===== config.mk =====
export PLATFORM = sky130hd
export DESIGN_NAME = instr_fetch
export DESIGN_NICKNAME = d
export VERILOG_FILES = /design/src/rtl/cpu_pkg.sv /design/src/rtl/fetch_next_pc.sv /design/src/rtl/instr_fetch.sv
export SDC_FILE = /design/constraint.sdc
export NUM_CORES = 1
export LEC_CHECK = 0
export CORE_ASPECT_RATIO = 1.5
export CORE_MARGIN = 2
export CORE_UTILIZATION = 48
export CTS_CLUSTER_DIAMETER = 30
export DETAILED_ROUTE_END_ITERATION = 8
export PLACE_DENSITY = 0.89
export SYNTH_ARGS = -nofsm -noshare
export SYNTH_HDL_FRONTEND = slang
export SYNTH_SLANG_ARGS = --single-unit

===== constraint.sdc =====
create_clock -name clk -period 3.9 [get_ports clk]
set_input_delay 0.585 -clock clk [delete_from_list [all_inputs] [get_ports clk]]
set_output_delay 0.585 -clock clk [all_outputs]
set_load 0.05 [all_outputs]

===== src/rtl/cpu_pkg.sv =====
// Shared constants and types for the fetch stage of the emulated core.
package cpu_pkg;

    localparam int ROM_SIZE = 256;
    localparam int ADDR_W   = $clog2(ROM_SIZE);
    localparam int INSTR_W  = 9;
    localparam logic [INSTR_W-1:0] HALT_INSTR = 9'b111111111;

    typedef enum logic [1:0] {
        IDLE   = 2'd0,
        RUN    = 2'd1,
        HALTED = 2'd2
    } fetch_state_t;

endpackage


===== src/rtl/fetch_next_pc.sv =====
// Next program-counter selection: redirect beats stall beats sequential increment.
module fetch_next_pc
    import cpu_pkg::*;
(
    input  logic [ADDR_W-1:0] pc_i,
    input  logic [ADDR_W-1:0] pc_out_i,
    input  logic              branch_taken_i,
    input  logic              branch_rel_i,
    input  logic [ADDR_W-1:0] branch_target_i,
    input  logic [ADDR_W-1:0] branch_off_i,
    input  logic              stall_i,
    output logic [ADDR_W-1:0] next_pc_o
);

    // Relative targets are taken from the word currently in decode; all sums wrap in ADDR_W bits.
    always_comb begin
        next_pc_o = pc_i + ADDR_W'(1);
        if (branch_taken_i) begin
            if (branch_rel_i) begin
                next_pc_o = pc_out_i + branch_off_i;
            end else begin
                next_pc_o = branch_target_i;
            end
        end else if (stall_i) begin
            next_pc_o = pc_i;
        end
    end

endmodule


===== src/rtl/instr_fetch.sv =====
// Fetch stage: owns the PC, addresses the instruction ROM and registers the fetched word for decode.
//   state  | meaning
//   IDLE   | out of reset, waiting for start
//   RUN    | fetching one word per cycle (subject to stall/redirect)
//   HALTED | HALT word seen, everything frozen until start
module instr_fetch
    import cpu_pkg::*;
(
    input  logic               clk,
    input  logic               reset,
    input  logic               start,
    input  logic [ADDR_W-1:0]  start_addr,
    input  logic               stall,
    input  logic               branch_taken,
    input  logic               branch_rel,
    input  logic [ADDR_W-1:0]  branch_target,
    input  logic [ADDR_W-1:0]  branch_off,
    output logic [ADDR_W-1:0]  instr_addr,
    input  logic [INSTR_W-1:0] instr_in,
    output logic [INSTR_W-1:0] instr_out,
    output logic               instr_valid,
    output logic [ADDR_W-1:0]  pc_out,
    output logic               busy,
    output logic               done
);

    fetch_state_t       state_q, state_d;
    logic [ADDR_W-1:0]  pc_q, pc_d;
    logic [ADDR_W-1:0]  pc_out_q, pc_out_d;
    logic [INSTR_W-1:0] instr_q, instr_d;
    logic               valid_q, valid_d;
    logic [ADDR_W-1:0]  next_pc;

    fetch_next_pc u_next_pc (
        .pc_i            (pc_q),
        .pc_out_i        (pc_out_q),
        .branch_taken_i  (branch_taken),
        .branch_rel_i    (branch_rel),
        .branch_target_i (branch_target),
        .branch_off_i    (branch_off),
        .stall_i         (stall),
        .next_pc_o       (next_pc)
    );

    always_ff @(posedge clk or posedge reset) begin
        if (reset) begin
            state_q  <= IDLE;
            pc_q     <= '0;
            pc_out_q <= '0;
            instr_q  <= '0;
            valid_q  <= 1'b0;
        end else begin
            state_q  <= state_d;
            pc_q     <= pc_d;
            pc_out_q <= pc_out_d;
            instr_q  <= instr_d;
            valid_q  <= valid_d;
        end
    end

    always_comb begin
        state_d  = state_q;
        pc_d     = pc_q;
        pc_out_d = pc_out_q;
        instr_d  = instr_q;
        valid_d  = valid_q;
        unique case (state_q)
            IDLE, HALTED: begin
                if (start) begin
                    pc_d    = start_addr;
                    valid_d = 1'b0;
                    state_d = RUN;
                end
            end
            RUN: begin
                if (branch_taken) begin
                    // Word arriving this cycle is on the wrong path; drop it and keep pc_out.
                    pc_d    = next_pc;
                    valid_d = 1'b0;
                end else if (!stall) begin
                    instr_d  = instr_in;
                    pc_out_d = pc_q;
                    if (instr_in == HALT_INSTR) begin
                        valid_d = 1'b0;
                        state_d = HALTED;
                    end else begin
                        valid_d = 1'b1;
                        pc_d    = next_pc;
                    end
                end
            end
            default: state_d = IDLE;
        endcase
    end

    assign instr_addr  = pc_q;
    assign instr_out   = instr_q;
    assign instr_valid = valid_q;
    assign pc_out      = pc_out_q;
    assign busy        = (state_q == RUN);
    assign done        = (state_q == HALTED);

endmodule

==> impl_metrics.ini <==
[grt]
antenna_found_initial = 0
grt_pass1_vias = 1670
grt_pass1_wl_um = 7638
grt_start_max_net_pins = 29
grt_use_total_pct = 24.01
gr-total-overflow = 0

[critical_path]
slowest_stage = clkdlybuf4s50_1
r2r_setup_slack_ns = 1.88
crit_buf_inv = 2
critical_path_required_ns = 3.31
endpoint_kind = primary output
cp_max_fo = 14
startpoint = state_q[1]
cpPeakStageDelay_ns = 0.84
crit_chain = nand2b_2, inv_2, clkdlybuf4s50_1
cp_top_family = buffers and inverters
reg2reg_from = state_q[1]
cp-start-kind = flop
cp_data_arrival_time_ns = 2.05
critPathKind = reg2out

[layout]
syn2layout_area_growth_pct = 41.16
final_cell_area_um2 = 2527
antenna_cells = 0
fin_util_pct = 69.92
finalNetCount = 294
drive_gt1_share_pct = 5.714

[floorplanning]
dieWidth_um = 53.87
initial_core_util_pct = 49.53
dieArea_um2 = 4245
rows = 27
ios = 67
coreArea_um2 = 3615
die_y_um = 78.80

[yosys]
synth_top_cell_area_share_pct = 39.13
syn_area_per_cell_um2 = 9.892
ys_ff_latch = 28
synth_area_leaders = dfrtp_1 (39%), mux2_1 (10%), ha_1 (5.6%)
synth_ff_type = dfrtp_1
syn_inst = 181
synth.distinct_cells = 46
synth-async-reset-ratio_pct = 100.0
syn-num-nets = 229
yosysWarnings = 0
yosys.area.top_type = dfrtp_1
synth_edf_count = 0
ys_seq_area_share_pct = 39.13
synth_area_um2 = 1790

[min_path]
hold_class = reg2reg
min_from = instr_out[7]

[clock_tree]
clkLatencyLatePin_ns = 0.27
cts_hold_buf = 0
cts_tree = yes
root_buffer = clkbuf_8
cts.sinks = 28
cts_buffers = 3
clk_pin_slew_ns = 0.09
clk_path_buf_depth = 2
cts_setup_buffers = 0
htree_levels = 1
cts_resized = 0

[detailed_routing]
routed-via-count = 1698
highest_layer = met4
wl_met1_um = 1608
route.met2.wl_um = 2607
dr.pass1.iters = 4
drt_iter0_drc = 38
wl_um = 4569
post_drt_wl_per_cell_um = 15.86
vias_per_cell = 5.896
wl_met3_um = 277
drc = 0
detail-route-antenna-nets = 0

[sta]
max_slew_margin_pct = 26.31
rsz0062_at_grt = false
setup_ws_ns = 1.263
skew_ns = 0.001944
hold_viol_final = 0
finalCriticalPeriod_ns = 2.637
drv_slew = 0
setup_tns_ns = 0
max_freq_ghz = 0.3792
fin_crit_sh_pct = 67.62
worst_slew_pin_slew_ns = 1.104
setup_viol = 0

[power]
ir_drop_v = 0.0003983
clkPwrFrac_pct = 11.0
p_leak_nw = 1.045
seqPwrFrac_pct = 29.5
power.total_mw = 1.653
powerDensity_nw_per_um2 = 654.0
switching_share_pct = 48.21
combPwrFrac_pct = 59.5
intPower_uw = 855.9
power_switching_uw = 796.9

[place]
io_buffer_count = 66
post-dp-hpwl_um = 3552
gp_congestion = 0.8253
dp_slack_ns = 1.275
place_area_um2 = 2472

[flow_run]
max-cap-violations = 0

[outcome]
status = completed
-- routing by layer --
metal	up-vias	global-route usage [%]
met4	0	7.692
met1	832	28.96
met2	67	42.56
li1	791	-
met3	8	2.820
met5	-	0
-- layout by cell type, fill, tap and decap left out, drive strengths merged --
cell           count
a211o              1
a211oi             4
a21boi             1
a21o               3
a21oi             14
a22o               3
a311oi             1
a31oi              1
buf                1
clkbuf             4
clkdlybuf4s50     66
dfrtp             28
fa                 1
ha                 8
inv               10
mux2              16
mux2i              3
nand2             13
nand2b             4
nand3              8
nand4              2
nand4b             1
nor2               6
nor2b              5
nor3               3
nor3b              3
nor4b              1
o2111ai            1
o211a              1
o211ai             2
o21a               1
o21ai             17
o32a               1
or3                2
or4                2
xnor2              5
xor2               2
-- flip-flops by register name (all words and copies together), names as in the netlist --
signal / cells
pc_out: 8
state_q: 2
instr_out: 9
instr_addr: 8
instr_valid: 1
-- area by class of cell --
type / instances / area (um^2)
Clock buffer: 4 / 55.05
Fill cell: 274 / 1087
Inverter: 10 / 37.54
Multi-Input combinational cell: 136 / 1012
Sequential cell: 28 / 700.7
Tap cell: 43 / 53.80
Timing Repair Buffer: 67 / 668.1
-- metrics by stage --
stage          hold WS [ns]  cells
6_report             0.4980    288
3_3_place_gp         0.4730    284
5_1_grt              0.5277    288
3_5_place_dp         0.4740    284
4_1_cts              0.5050    288
2_1_floorplan        0.5707    181
-- path summary, 6_finish.rpt --
path / endpoint / cells past startpoint
setup / recovery: busy / 3
hold / removal: instr_out[7] / 1
setup reg to reg: instr_out[0] / 6
hold reg to reg: instr_out[7] / 1
max in group asynchronous: instr_valid / 2
min in group asynchronous: instr_out[4] / 2
-- cell usage after synthesis (2+ instances only) --
library cell and n:
o211ai_1 2, o21ai_1 5, nand4_1 2, nand3_1 8, buf_4 3, mux2i_1 3, nand2b_1 3, a211oi_1 4
nor2_1 5, inv_1 9, nor3_1 2, nand2_1 13, buf_2 2, ha_1 8, a21o_1 2, xnor2_1 5
a21oi_4 2, dfrtp_1 28, nor2b_1 5, o21ai_0 11, mux2_1 16, a21oi_1 12, a22o_1 3, or3_1 2
xor2_1 2, or4_1 2, nor3b_1 3
-- kinds of logic after synthesis --
kind of cell | share of synthesized area [%]
AO/OA/AOI/OAI | 19.43
AND/OR/NAND/NOR | 15.23
flip-flops | 39.13
multiplexers | 11.74
buffers and inverters | 4.332
adder cells (fa/ha/maj) | 6.709
XOR/XNOR | 3.424
-- worst register-to-register path: stages, from the launching register on --
cell	delay, ns
dfrtp_1	0.39
nand2b_2	0.30
inv_2	0.24
nand2b_1	0.10
nor2_2	0.23
buf_4	0.29
mux2_1	0.35
-- power groups by stage --
stage | Sequential, mW | Clock [mW] | Combinational, mW
floorplan | 0.782 | 0 | 0.364
global placement | 0.491 | 0 | 0.966
detailed placement | 0.494 | 0 | 0.981
CTS | 0.488 | 0.185 | 0.989
global route | 0.503 | 0.198 | 1.06
finish | 0.487 | 0.182 | 0.984
Power figures use the tool's default switching activity.
